**src/rtl/mac_regfile.sv**
```systemverilog
// Small register file with a sequential multiply-accumulate engine.
// It supports WRITE, READ, SETLEN and a DOT product over two wrapping address windows.
module mac_regfile #(
  parameter int DW    = 8,
  parameter int DEPTH = 16,
  parameter int AW    = $clog2(DEPTH),
  parameter int ACCW  = 2*DW + AW
) (
  input  logic            clk,
  input  logic            reset,
  input  logic            cmd_valid,
  output logic            cmd_ready,
  input  logic [1:0]      cmd_op,
  input  logic [AW-1:0]   cmd_addr,
  input  logic [DW-1:0]   cmd_data,
  output logic            rsp_valid,
  output logic [ACCW-1:0] rsp_data,
  output logic            busy
);

  localparam logic [1:0]    OP_WRITE  = 2'b00;
  localparam logic [1:0]    OP_READ   = 2'b01;
  localparam logic [1:0]    OP_DOT    = 2'b10;
  localparam logic [1:0]    OP_SETLEN = 2'b11;
  localparam logic [AW:0]   LEN_MAX   = (AW+1)'(DEPTH);
  localparam logic [AW:0]   CNT_ONE   = (AW+1)'(1);
  localparam logic [AW-1:0] PTR_ONE   = AW'(1);
  localparam logic [DW-1:0] DEPTH_D   = DW'(DEPTH);

  typedef enum logic {IDLE, RUN} state_t;

  state_t              state;
  logic [DW-1:0]       mem [DEPTH];
  logic [AW:0]         len;
  logic [AW:0]         cnt;
  logic [AW-1:0]       ptr_a;
  logic [AW-1:0]       ptr_b;
  logic [ACCW-1:0]     acc;
  logic [2*DW-1:0]     prod;
  logic [ACCW-1:0]     sum;

  assign cmd_ready = !busy;

  always_comb begin
    prod = mem[ptr_a] * mem[ptr_b];
    sum  = acc + ACCW'(prod);
  end

  // Commands are only decoded in IDLE, so the memory cannot change under a running DOT.
  always_ff @(posedge clk or posedge reset) begin
    if (reset) begin
      for (int i = 0; i < DEPTH; i++) mem[i] <= '0;
      len       <= LEN_MAX;
      cnt       <= '0;
      ptr_a     <= '0;
      ptr_b     <= '0;
      acc       <= '0;
      state     <= IDLE;
      busy      <= 1'b0;
      rsp_valid <= 1'b0;
      rsp_data  <= '0;
    end else begin
      rsp_valid <= 1'b0;
      case (state)
        IDLE: begin
          if (cmd_valid) begin
            case (cmd_op)
              OP_WRITE: mem[cmd_addr] <= cmd_data;
              OP_READ: begin
                rsp_valid <= 1'b1;
                rsp_data  <= ACCW'(mem[cmd_addr]);
              end
              OP_DOT: begin
                state <= RUN;
                busy  <= 1'b1;
                acc   <= '0;
                cnt   <= '0;
                ptr_a <= cmd_addr;
                ptr_b <= cmd_data[AW-1:0];
              end
              OP_SETLEN: begin
                if (cmd_data > DEPTH_D) len <= LEN_MAX;
                else if (cmd_data != '0) len <= cmd_data[AW:0];
              end
            endcase
          end
        end
        RUN: begin
          acc   <= sum;
          cnt   <= cnt + CNT_ONE;
          ptr_a <= ptr_a + PTR_ONE;
          ptr_b <= ptr_b + PTR_ONE;
          if (cnt == len - CNT_ONE) begin
            state     <= IDLE;
            busy      <= 1'b0;
            rsp_valid <= 1'b1;
            rsp_data  <= sum;
          end
        end
        default: state <= IDLE;
      endcase
    end
  end

endmodule

```
**config.mk**
```make
export PLATFORM = sky130hd
export DESIGN_NAME = mac_regfile
export DESIGN_NICKNAME = d
export VERILOG_FILES = /design/src/rtl/mac_regfile.sv
export SDC_FILE = /design/constraint.sdc
export NUM_CORES = 1
export LEC_CHECK = 0
export BUFFER_PORTS_ARGS = -buffer_cell sky130_fd_sc_hd__buf_2
export CAP_MARGIN = 30
export CELL_PAD_IN_SITES_DETAIL_PLACEMENT = 1
export CELL_PAD_IN_SITES_GLOBAL_PLACEMENT = 2
export CORE_MARGIN = 8
export CORE_UTILIZATION = 45
export DETAILED_ROUTE_END_ITERATION = 16
export PLACE_DENSITY_LB_ADDON = 0.12
export SLEW_MARGIN = 30
export SYNTH_ARGS = -nofsm -noshare
export SYNTH_HDL_FRONTEND = slang
export SYNTH_SLANG_ARGS = --single-unit
export TNS_END_PERCENT = 5
```
**constraint.sdc**
```tcl
create_clock -name clk -period 9.9 [get_ports clk]
set_input_delay 2.475 -clock clk [delete_from_list [all_inputs] [get_ports clk]]
set_output_delay 2.475 -clock clk [all_outputs]
set_load 0.01 [all_outputs]
```
# After elaboration in Yosys (flattened, before gate mapping)
# Cells that the tools add are included.
# op_classes
muxes,42
n_reduce_logical,10
add_sub_neg,5
bitwise,4
mul,1
eq_ne,8
magnitude_cmp,5
# op_table
cell,n
128-bit bitwise mux,1
20-bit 2-to-1 mux,5
8-bit binary-select mux with 4-bit select,3
20-bit one-hot mux with 2 select lines,2
8-bit 2-to-1 mux,7
8-bit demux with 4-bit select,1
20-bit by 16-bit adder with 20-bit output,1
5-bit 2-to-1 mux,4
8-bit by 8-bit multiplier with 16-bit output,1
4-bit 2-to-1 mux,4
4-bit one-hot mux with 2 select lines,2
"5-bit >= comparator, second input constant",3
4-bit inverter with 5-bit output,3
5-bit one-hot mux with 2 select lines,1
1-bit 2-to-1 mux,9
3-bit AND reduction,3
"4-bit by 1-bit adder with 4-bit output, second input constant",2
"8-bit by 5-bit greater-than comparator with 1-bit output, second input constant",1
8-bit nonzero test,1
"2-bit by 1-bit != test with 1-bit output, second input constant",3
1-bit one-hot mux with 2 select lines,3
"5-bit by 1-bit adder with 5-bit output, second input constant",1
5-bit equality test,1
"5-bit by 1-bit < comparator with 1-bit output, second input constant",1
other kinds (11),12
# word_totals
output_inout_bits,23
input_bits,17
ff_bits,189
word_cells,100

# Longest topological paths before layout
# Gate-level depths: netlist (run 1).
# logic_depth
ltp_word,8
depth_mapped,21
mapped_depth_nobuf,19

# Worst setup path after synthesis (run 1)
# Ideal clock, no wire load.
# synth_path
path_kind,reg-to-reg
from,reg ptr_a[1]
to,reg rsp_data[15]
path_buffers,2
required_ps,9778
period_less_slack_ps,5777
t_arrival_ps,5656
path_stages_with_launch,19
setup_slack_ps,4123
cell_sequence,dfrtp_1 clkbuf_1 clkbuf_1 mux4_2 mux4_2 and2_1 fa_1 fa_1 fa_1 inv_1 fa_1 inv_1 ha_1 a21oi_1 nand2_1 o21ai_1 a21oi_1 or3_1 a32o_1
# synth_via
elab_chain_cells,8
# synth_lines
item,line,text
from (decl),36,logic [AW-1:0] ptr_a;
from (signal assigned),78,ptr_a <= cmd_addr;
from (signal assigned),91,ptr_a <= ptr_a + PTR_ONE;
4-bit inverter with 5-bit output (implied by the code),45,prod = mem[ptr_a] * mem[ptr_b];
8-bit binary-select mux with 4-bit select,45,
8-bit 2-to-1 mux (implied by the code) (2 in a row),45,
8-bit by 8-bit multiplier with 16-bit output,45,
20-bit by 16-bit adder with 20-bit output,46,sum = acc + ACCW'(prod);
20-bit 2-to-1 mux,93,if (cnt == len - CNT_ONE) begin
20-bit one-hot mux with 2 select lines,64,case (state)
to (signal assigned),71,rsp_data <= ACCW'(mem[cmd_addr]);
to (signal assigned),97,rsp_data <= sum;
to (decl),17,"output logic [ACCW-1:0] rsp_data,"
# Every way passes these cells. The select of a mux whose other input is x is not followed.
# A chain may end at the register's enable or synchronous reset.

# Worst setup path after layout (run 1)
# Same ends and word-level chain as after synthesis.

==> run metrics, run 1 <==
status=completed; Worst Clk Skew=between 0.01 and 0.015 ns; number of hold-repair buffers added at the cts stage=0; dpl cells=~1500; die area=roughly 35000 um^2; cell depth of the worst hold path=2; Seq pwr share=36.9%; CTS tree=built; vias in the first global route=between 9000 and 10000; Post-DP HPWL=roughly 25 mm; # DRC=0; Worst VDD drop=129.9 uV; post-synth net total=1192; Slew headroom=35.55%; most used cell, CP=fa_1; final worst-path cycle share=67.84%; drt first-iter violations=440; Fmax=0.1489 GHz; total wire length=36.96 mm; IO Count=40; CP bufs+invs=3; Post-synth EDFFs=0; reg-to-reg setup timing slack=around 3.2 ns; Gate power share=between 30 and 40%; largest net degree at the start of global routing=121; grt total ovfl=0; Slew Viols, Final=0; Power Total=about 3 mW; worst hold path type=reg -> reg; delay-heaviest family, CP=adder cells; Clock Latency Late Sink=0.46 ns; prevailing post-synth register cell=dfrtp_1; Post-CTS Repair Setup Buffers=0; CP max-delay cell=dfrtp_1; final setup fails=0; Pint=1.789 mW; Seq/Total Area, Yosys=35.86%; Rows=62; asr flop ratio synth=100.0%; worst hold endpoint=rsp_data[10]; clock group share of total power=25.1%; Post-DP Area=13630 um^2; first-pass GRT wire length=58.74 mm; hold_sp=rsp_data[10]; Mapped Area=13190 um^2; DRT Pass-1 Iters=5; reg-to-reg endpoint=rsp_data[15]; RePlAce Congestion=0.8169; power density cells=206.3 nW/um^2; final cell count without fillers=1487; antenna viol nets, final=0; Crit path largest cell delay=0.98 ns; FF+latch count, synth=between 150 and 200; Fin. Hold Viols=0; Syn Inst Count=1080; Total GRT Usage=21.91%; initial antenna violation count=1; setup_tns=0 ns; Final nets=1202; Req. time, crit path=10.24 ns; sw frac=roughly two fifths; drt wl/cell=24.86 um; CP Capture Type=flip-flop; share of the synthesized area in the top cell type=35.66%; MaxCap Viol Count=0; Cell variety after synth=60; mean post-synth cell area=12.22 um^2; clk sink count=189; Reg2Reg Depth=17; unrepaired setup endpoints after global routing=no; Slew @ Worst Pin=0.9667 ns; clk buf depth=2; Leak=6.777 nW; leading area contributor after synthesis=dfrtp_1; synth top area cells=dfrtp_1 (36%), mux4_2 (18%), mux2_2 (11%); CTS resizes=0; Initial Utilization=45.84%; Min Clock Period, post-route=6.717 ns; CP Max Fanout=18; synth warn=0; H-tree depth=4; Root Driver=clkbuf_16; startpoint type of the worst setup path=flip-flop; PortBufs=39; Setup CP Type=reg -> reg; Critical Path, Cell by Cell=buf_4, mux4_2, mux4_2, and2_1, fa_1, fa_1, fa_1, inv_1, fa_1, inv_1, ha_1, a21oi_1, nand2_1, o21ai_1, a21oi_1, or3_1, a32o_1; switching power=1.159 mW; Reg clk slew, reported paths=0.08 ns; Die H=~190 um; antenna diode count=0; Die X=187.2 um; WP data arrival=7.06 ns; post-route cell area=14290 um^2; Reg-to-Reg Start=ptr_a[1]; fraction of layout cells with a size suffix above 1=around 31%; core area=between 20000 and 30000 um^2; routed via count=just under 9000; Area Overhead vs Synth=8.299%; vias per cell=about 6; CTS buffer count=17
## metrics by stage
step | utilization (%) | hold WS (ns) | worst slack [ns]
6_report | 49.64 | 0.4667 | 3.183
4_1_cts | 49.51 | 0.4729 | 3.210
5_1_grt | 49.64 | 0.4877 | 2.904
2_1_floorplan | - | 0.4458 | 2.285
3_5_place_dp | 47.35 | 0.4548 | 3.244
3_3_place_gp | 47.33 | 0.4479 | 3.392
## worst register-to-register path, stage by stage (launching register included)
cell	delay, ns
dfrtp_1	0.98
buf_4	0.43
mux4_2	0.36
mux4_2	0.62
and2_1	0.23
fa_1	0.48
fa_1	0.51
fa_1	0.55
inv_1	0.05
fa_1	0.53
inv_1	0.04
ha_1	0.35
a21oi_1	0.22
nand2_1	0.10
o21ai_1	0.38
a21oi_1	0.15
or3_1	0.35
a32o_1	0.27
## logic make-up after synthesis
| logic type | after synthesis | synth area share (%) |
|---|---|---|
| DFF | 189 | 35.86 |
| buffers and inverters | 170 | 5.785 |
| and+or+nand+nor | 243 | 8.972 |
| AOI/OAI and AO/OA | 116 | 5.719 |
| adders and majority gates | 95 | 11.86 |
| muxes | 250 | 30.68 |
| xor gates and xnor gates | 17 | 1.129 |
## cells in the mapped netlist, types with 14 or more instances
cell,count
a21oi_1,32
dfrtp_1,188
fa_1,50
mux2_2,133
clkbuf_1,30
o21ai_0,27
mux4_2,106
ha_1,45
nand2_1,121
nor2_1,21
nand3_1,14
and2_1,42
inv_1,107
## registers in the layout, summed over array words and instances, names as in the netlist
signal	flops
acc	20
busy	1
cnt	5
len	5
mem	128
ptr_a	4
ptr_b	4
rsp_data	20
rsp_valid	1
state	1
## how the worst max path moves through the flow
stage / startpoint / end / slack, ns / cells after the start
after floorplan: reset / acc[0] / 2.28 / 1
after global placement: ptr_a[1] / rsp_data[15] / 3.39 / 17
after detailed placement: ptr_a[1] / rsp_data[15] / 3.24 / 19
after CTS: ptr_a[1] / rsp_data[15] / 3.21 / 19
after global routing: ptr_a[1] / acc[15] / 2.90 / 19
final: ptr_a[1] / rsp_data[15] / 3.18 / 17
## final cells by class
cell class | instances | area, um^2
sequential | 189 | 4733
fill | 3017 | 14490
tap | 384 | 480.5
clock inverter | 14 | 192.7
clock buffer | 18 | 429.2
timing repair buffer | 53 | 324.1
multi-input combinational | 721 | 7715
inverter | 108 | 412.9
## power groups by stage
stage / registers [mW] / logic (mW) / clock network (mW)
2_1_floorplan: 1.02 / 0.901 / 0
3_3_place_gp: 1.10 / 1.11 / 0
3_5_place_dp: 1.10 / 1.13 / 0
4_1_cts: 1.09 / 1.14 / 0.761
5_1_grt: 1.11 / 1.24 / 0.783
6_report: 1.09 / 1.12 / 0.740
## layer usage
layer  wire length (um)  GRT usage (%)
met5                 13              0
met2              18790          37.82
met3               1314          3.691
met1              15900          27.41
met4                947          7.728
## cells in the final DEF (no fill, tap or decap), drive strengths merged, types with 7 or more instances in the layout
cell type and instances:
nor2 23, xor2 10, xnor2 7, inv 115, nor2b 10, ha 45, clkbuf 18, a21oi 32
dfrtp 188, a31oi 8, and2 44, a22o 10, a21o 8, mux4 109, mux2 136, buf 53
fa 50, nand3 15, nand2 127, o211ai 8, o21ai 28
(Power assumes the default switching activity.)
==> run 2: changes to the inputs <==
==> constraint.sdc (replaced) <==
create_clock -name clk -period 6.42 [get_ports clk]
set_input_delay 1.605 -clock clk [delete_from_list [all_inputs] [get_ports clk]]
set_output_delay 1.605 -clock clk [all_outputs]
set_load 0.01 [all_outputs]
==> run 2 against run 1 <==
Sequential share of layout area shrank 0.19 points; non-clock buffer count grew 3; sequential cell count is the same.
==> run metrics, run 2 (synthesized netlist as in run 1, its figures left out) <==
final worst-path cycle share=95.39%; Slew Viols, Final=0; leading cell type in the layout, fill and taps excluded=dfrtp_1; switching power=1.801 mW; Leak=6.809 nW; Crit path largest cell delay=0.60 ns; clk buf depth=2; Die X=between 150 and 200 um; status=completed; unrepaired setup endpoints after global routing=no; Die H=187.2 um; Req. time, crit path=6.76 ns; GR Util met2=between 30% and 40%; Slew @ Worst Pin=0.8977 ns; Reg clk slew, reported paths=0.08 ns; Worst VDD drop=roughly 190 uV; sw frac=between 30% and 40%; drt wl/cell=24.09 um; core area=28780 um^2; first-pass GRT wire length=slightly below 60 mm; Top Registers=mem (128), acc (20), rsp_data (20); Reg-to-Reg Start=ptr_b[0]; CTS tree=built; GRT met3 Usage=between 3 and 4%; total wire length=35.90 mm; worst hold path type=reg -> reg; crit path launch=ptr_b[0]; Root Driver=clkbuf_16; Area Overhead vs Synth=8.934%; most frequent cells in the layout=dfrtp_1 (186), mux2_2 (133), nand2_1 (121); clk sink count=189; vias in the first global route=9680; Pint=2.799 mW; DRT Pass-1 Iters=5; hold_sp=rsp_data[9]; power density cells=320.0 nW/um^2; clock group share of total power=24.3%; Most flops, register=mem; CP max-delay cell=mux4_2; M1 GR Usage=just under 30%; final setup fails=0; initial antenna violation count=0; setup_tns=0 ns; post-route cell area=14370 um^2; Post-DP HPWL=26.28 mm; Slew headroom=40.16%; # DRC=0; vias per cell=5.936; startpoint type of the worst setup path=flip-flop; die area=35050 um^2; Initial Utilization=~46%; Setup CP Type=reg -> reg; grt total ovfl=0; Clock Latency Late Sink=0.46 ns; H-tree depth=4; Worst Clk Skew=0.01770 ns; drt first-iter violations=495; MaxCap Viol Count=0; Rows=62; antenna diode count=0; Gate power share=40.3%; fraction of layout cells with a size suffix above 1=between 30% and 40%; Seq pwr share=35.4%; Min Clock Period, post-route=slightly above 6 ns; final setup margin=0.2959 ns; minimum hold slack=between 0.4 and 0.5 ns; Fin. Hold Viols=0; number of hold-repair buffers added at the cts stage=0; PortBufs=39; Total GRT Usage=21.59%; Critical Path, Cell by Cell=buf_12, mux4_2, mux4_2, and2_1, fa_1, fa_1, fa_1, inv_1, fa_1, inv_1, ha_1, a21oi_1, o211ai_1, a31o_2, a31oi_1, xnor2_1, a22o_1; CTS buffer count=17; CP Capture Type=flip-flop; number of flip-flops in the largest register=128; routed via count=around 9000; largest net degree at the start of global routing=about 140; gr busiest metal=met2; Post-DP Area=13740 um^2; Setup WS pre-CTS=0.2763 ns; antenna viol nets, final=0; WP data arrival=6.47 ns; IO Count=40; Fmax=0.1633 GHz; RePlAce Congestion=around 0.82; Final nets=1205; most used cell, CP=fa_1; CP Max Fanout=17
[run 2: final timing paths]
kind                       slack, ns  cells after the start           end
setup reg to reg                0.30                     17  rsp_data[18]
hold reg to reg                 0.47                      2   rsp_data[9]
hold / removal                  0.47                      2   rsp_data[9]
max in group asynchronous       4.35                      3      ptr_a[0]
min in group asynchronous       1.28                      3        cnt[4]
setup / recovery                0.30                     17  rsp_data[18]
[run 2: per-layer routing]
layer	vias up	part of all wire, %
met1	4733	46
met5	-	0
met2	176	49
met4	0	2.0
li1	3896	-
met3	39	3.3
[run 2: layout make-up]
cell class	count	area [um^2]
clock buffers	18	439.2
well taps	384	480.5
flip-flops and latches	189	4733
fillers	2972	14410
clock inverters	14	182.7
inverters	108	409.1
multi-input cells	721	7714
repair buffers	56	412.9
[run 2: through the flow]
| stage | utilization, % | instances | power, mW |
|---|---|---|---|
| floorplan | - | 1080 | 2.964 |
| global placement | 47.73 | 1458 | 3.491 |
| detailed placement | 47.75 | 1458 | 3.536 |
| CTS | 49.91 | 1490 | 4.667 |
| global route | 49.93 | 1490 | 4.896 |
| finish | 49.93 | 1490 | 4.599 |
[run 2: power groups by stage]
stage	clock (mW)	combinational, mW	sequential (mW)
2_1_floorplan	0	1.39	1.57
3_3_place_gp	0	1.85	1.64
3_5_place_dp	0	1.89	1.65
4_1_cts	1.15	1.89	1.63
5_1_grt	1.18	2.05	1.66
6_report	1.12	1.86	1.63
[run 2: worst max-delay path, delay by kind of cell, from the launching register on]
kind / cells / cell delay (ns)
AND/OR/NAND/NOR: 1 / 0.21
multiplexers: 2 / 1.12
XOR/XNOR: 1 / 0.11
AO/OA/AOI/OAI: 5 / 1.27
adder cells (fa/ha/maj): 5 / 2.43
flip-flops: 1 / 0.51
buffers and inverters: 3 / 0.32
[run 2: repair_timing]
item,in CTS,in global routing
setup buffers,0,0
endpoints found under the setup margin,0,3
hold endpoints to repair,0,0
resized for setup,0,1
==> run 3: changes to the inputs <==
--- a/config.mk
+++ b/config.mk
@@ -10,8 +10,9 @@
 export CELL_PAD_IN_SITES_DETAIL_PLACEMENT = 1
 export CELL_PAD_IN_SITES_GLOBAL_PLACEMENT = 2
 export CORE_MARGIN = 8
-export CORE_UTILIZATION = 45
+export CORE_UTILIZATION = 40
 export DETAILED_ROUTE_END_ITERATION = 16
+export MAX_ROUTING_LAYER = met4
 export PLACE_DENSITY_LB_ADDON = 0.12
 export SLEW_MARGIN = 30
 export SYNTH_ARGS = -nofsm -noshare
==> constraint.sdc (replaced) <==
create_clock -name clk -period 5.45 [get_ports clk]
set_input_delay 1.3625 -clock clk [delete_from_list [all_inputs] [get_ports clk]]
set_output_delay 1.3625 -clock clk [all_outputs]
set_load 0.01 [all_outputs]
==> run 3 against run 2 <==
The flow now finishes with violations (setup timing); non-clock buffer count up 149; largest cell class unchanged; die area grew 11%; combinational power rose by 58%; highest routed layer unchanged; critical path depth is 2 higher; final area rose by 11%; power up 33%; clock skew shrank 0.0059 ns; critical endpoint is now rsp_data[15]; clock-buffer cell count is 3 higher; clock power increased by 13%; via count is 5.9% higher.
==> run metrics, run 3 (synthesized netlist as in run 1, its figures left out) <==
status=complete, but fails checks; failing checks=setup timing; crit path launch=ptr_a[0]; Most flops, register=mem; Setup CP Type=reg -> reg; H-tree depth=4; Die H=between 150 and 200 um; vias per cell=5.520; RePlAce Congestion=a little over 0.8; Fin. Hold Viols=0; dpl cells=1640; Power Total=6.095 mW; startpoint type of the worst setup path=flip-flop; Layout Utilization=49.20%; first-pass GRT wire length=62.97 mm; Leak=~7.6 nW; antenna viol nets, final=0; Initial Utilization=40.55%; Top Registers=mem (128), acc (20), rsp_data (20); Clock Latency Late Sink=0.47 ns; # DRC=0; WP data arrival=approximately 6.1 ns; Total GRT Usage=22.11%; setup_tns=-3.491 ns; final setup fails=20; routed via count=~9400; most frequent cells in the layout=dfrtp_1 (185), buf_4 (134), mux2_2 (133); Slew headroom=about 34%; fraction of layout cells with a size suffix above 1=44.30%; die area=39050 um^2; clk buf depth=2; Req. time, crit path=5.80 ns; Die X=between 150 and 200 um; hold_sp=rsp_data[9]; unrepaired setup endpoints after global routing=yes; Min Clock Period, post-route=5.720 ns; final cell count without fillers=1697; Reg clk slew, reported paths=approximately 0.08 ns; Post-DP HPWL=29.07 mm; Area Overhead vs Synth=21.34%; Reg2Reg Depth=19; Root Driver=clkbuf_16; grt total ovfl=0; post-route cell area=16010 um^2; final worst-path cycle share=105.0%; IO Count=40; Post-DP Area=around 15000 um^2; worst hold path type=reg -> reg; Slew @ Worst Pin=slightly below 1 ns; Fmax=about 0.17 GHz; CTS tree=built; final setup margin=-0.2701 ns; total wire length=39.72 mm; number of flip-flops in the largest register=128; Reg-to-Reg Start=ptr_a[0]; power density cells=around 380 nW/um^2; minimum hold slack=0.4634 ns; Final nets=approximately 1400; fill count=3413; clk sink count=189; cell depth of the worst hold path=2; core area=approximately 33000 um^2; CP Capture Type=flip-flop; CP Max Fanout=8; Worst Clk Skew=about 0.012 ns; MaxCap Viol Count=0; CTS buffer count=17; Rows=66; PortBufs=39; Slew Viols, Final=0; Setup WS pre-CTS=-0.5379 ns; leading cell type in the layout, fill and taps excluded=dfrtp_1; DRT Pass-1 Iters=4; drt first-iter violations=584; Worst VDD drop=between 200 and 300 uV; antenna diode count=0; initial antenna violation count=0; largest net degree at the start of global routing=118; drt wl/cell=23.41 um; vias in the first global route=10169
## run 3: cell count changes in the layout (fill, tap and decap cells not counted), moves of 6 or more
cell / delta
nand2_1: -10
ha_4: +6
a21oi_2: +6
a21oi_1: -11
buf_6: +15
and2_1: -10
buf_12: +9
nand2_2: +10
ha_1: -7
buf_4: +123
and2_4: +10
## run 3: what timing repair did
action,4_1_cts,5_1_grt
hold buffers,0,0
pin swaps,11,40
buffers inserted,15,8
gates cloned,2,1
hold endpoints to repair,0,0
endpoints found under the setup margin,23,29
resized for setup,36,52
## run 3: cell type report
cell class              instances  area [um^2]  share of cell area (%)
repair buffers                205         1738                   10.86
well taps                     442        553.0                   3.455
flip-flops and latches        189         4735                   29.58
inverters                     108        409.1                   2.556
clock buffers                  21        460.4                   2.876
multi-input cells             721         8004                   50.00
clock inverters                11        108.9                  0.6800
## run 3: worst paths after layout
| kind | slack, ns | end |
|---|---|---|
| setup reg to reg | -0.27 | rsp_data[15] |
| min in group asynchronous | 1.03 | cnt[3] |
| hold / removal | 0.46 | rsp_data[9] |
| hold reg to reg | 0.46 | rsp_data[9] |
| max in group asynchronous | 3.20 | ptr_b[0] |
| setup / recovery | -0.27 | rsp_data[15] |
## run 3: metal layers
layer	routed length [um]	part of all wire, %	track usage [%]
met5	0	0	-
met4	929	2.3	6.692
met3	1748	4.4	4.140
met2	19260	48	34.73
met1	17780	45	28.91
## run 3: critical path, cell delays in order, from the launching register on
cell	delay [ns]
dfrtp_2	0.44
buf_12	0.13
buf_12	0.12
buf_4	0.11
mux4_2	0.47
mux4_2	0.60
and2_4	0.19
fa_2	0.53
fa_1	0.44
fa_1	0.54
inv_1	0.05
fa_1	0.52
inv_1	0.06
ha_4	0.23
a21oi_2	0.16
nand2_2	0.09
o21ai_4	0.20
a21oi_2	0.09
or3_4	0.33
a32o_1	0.27
## run 3: power breakdown
part	internal, mW	switching, mW
Combinational	1.53	1.40
Sequential	1.67	0.243
Clock	0.660	0.600
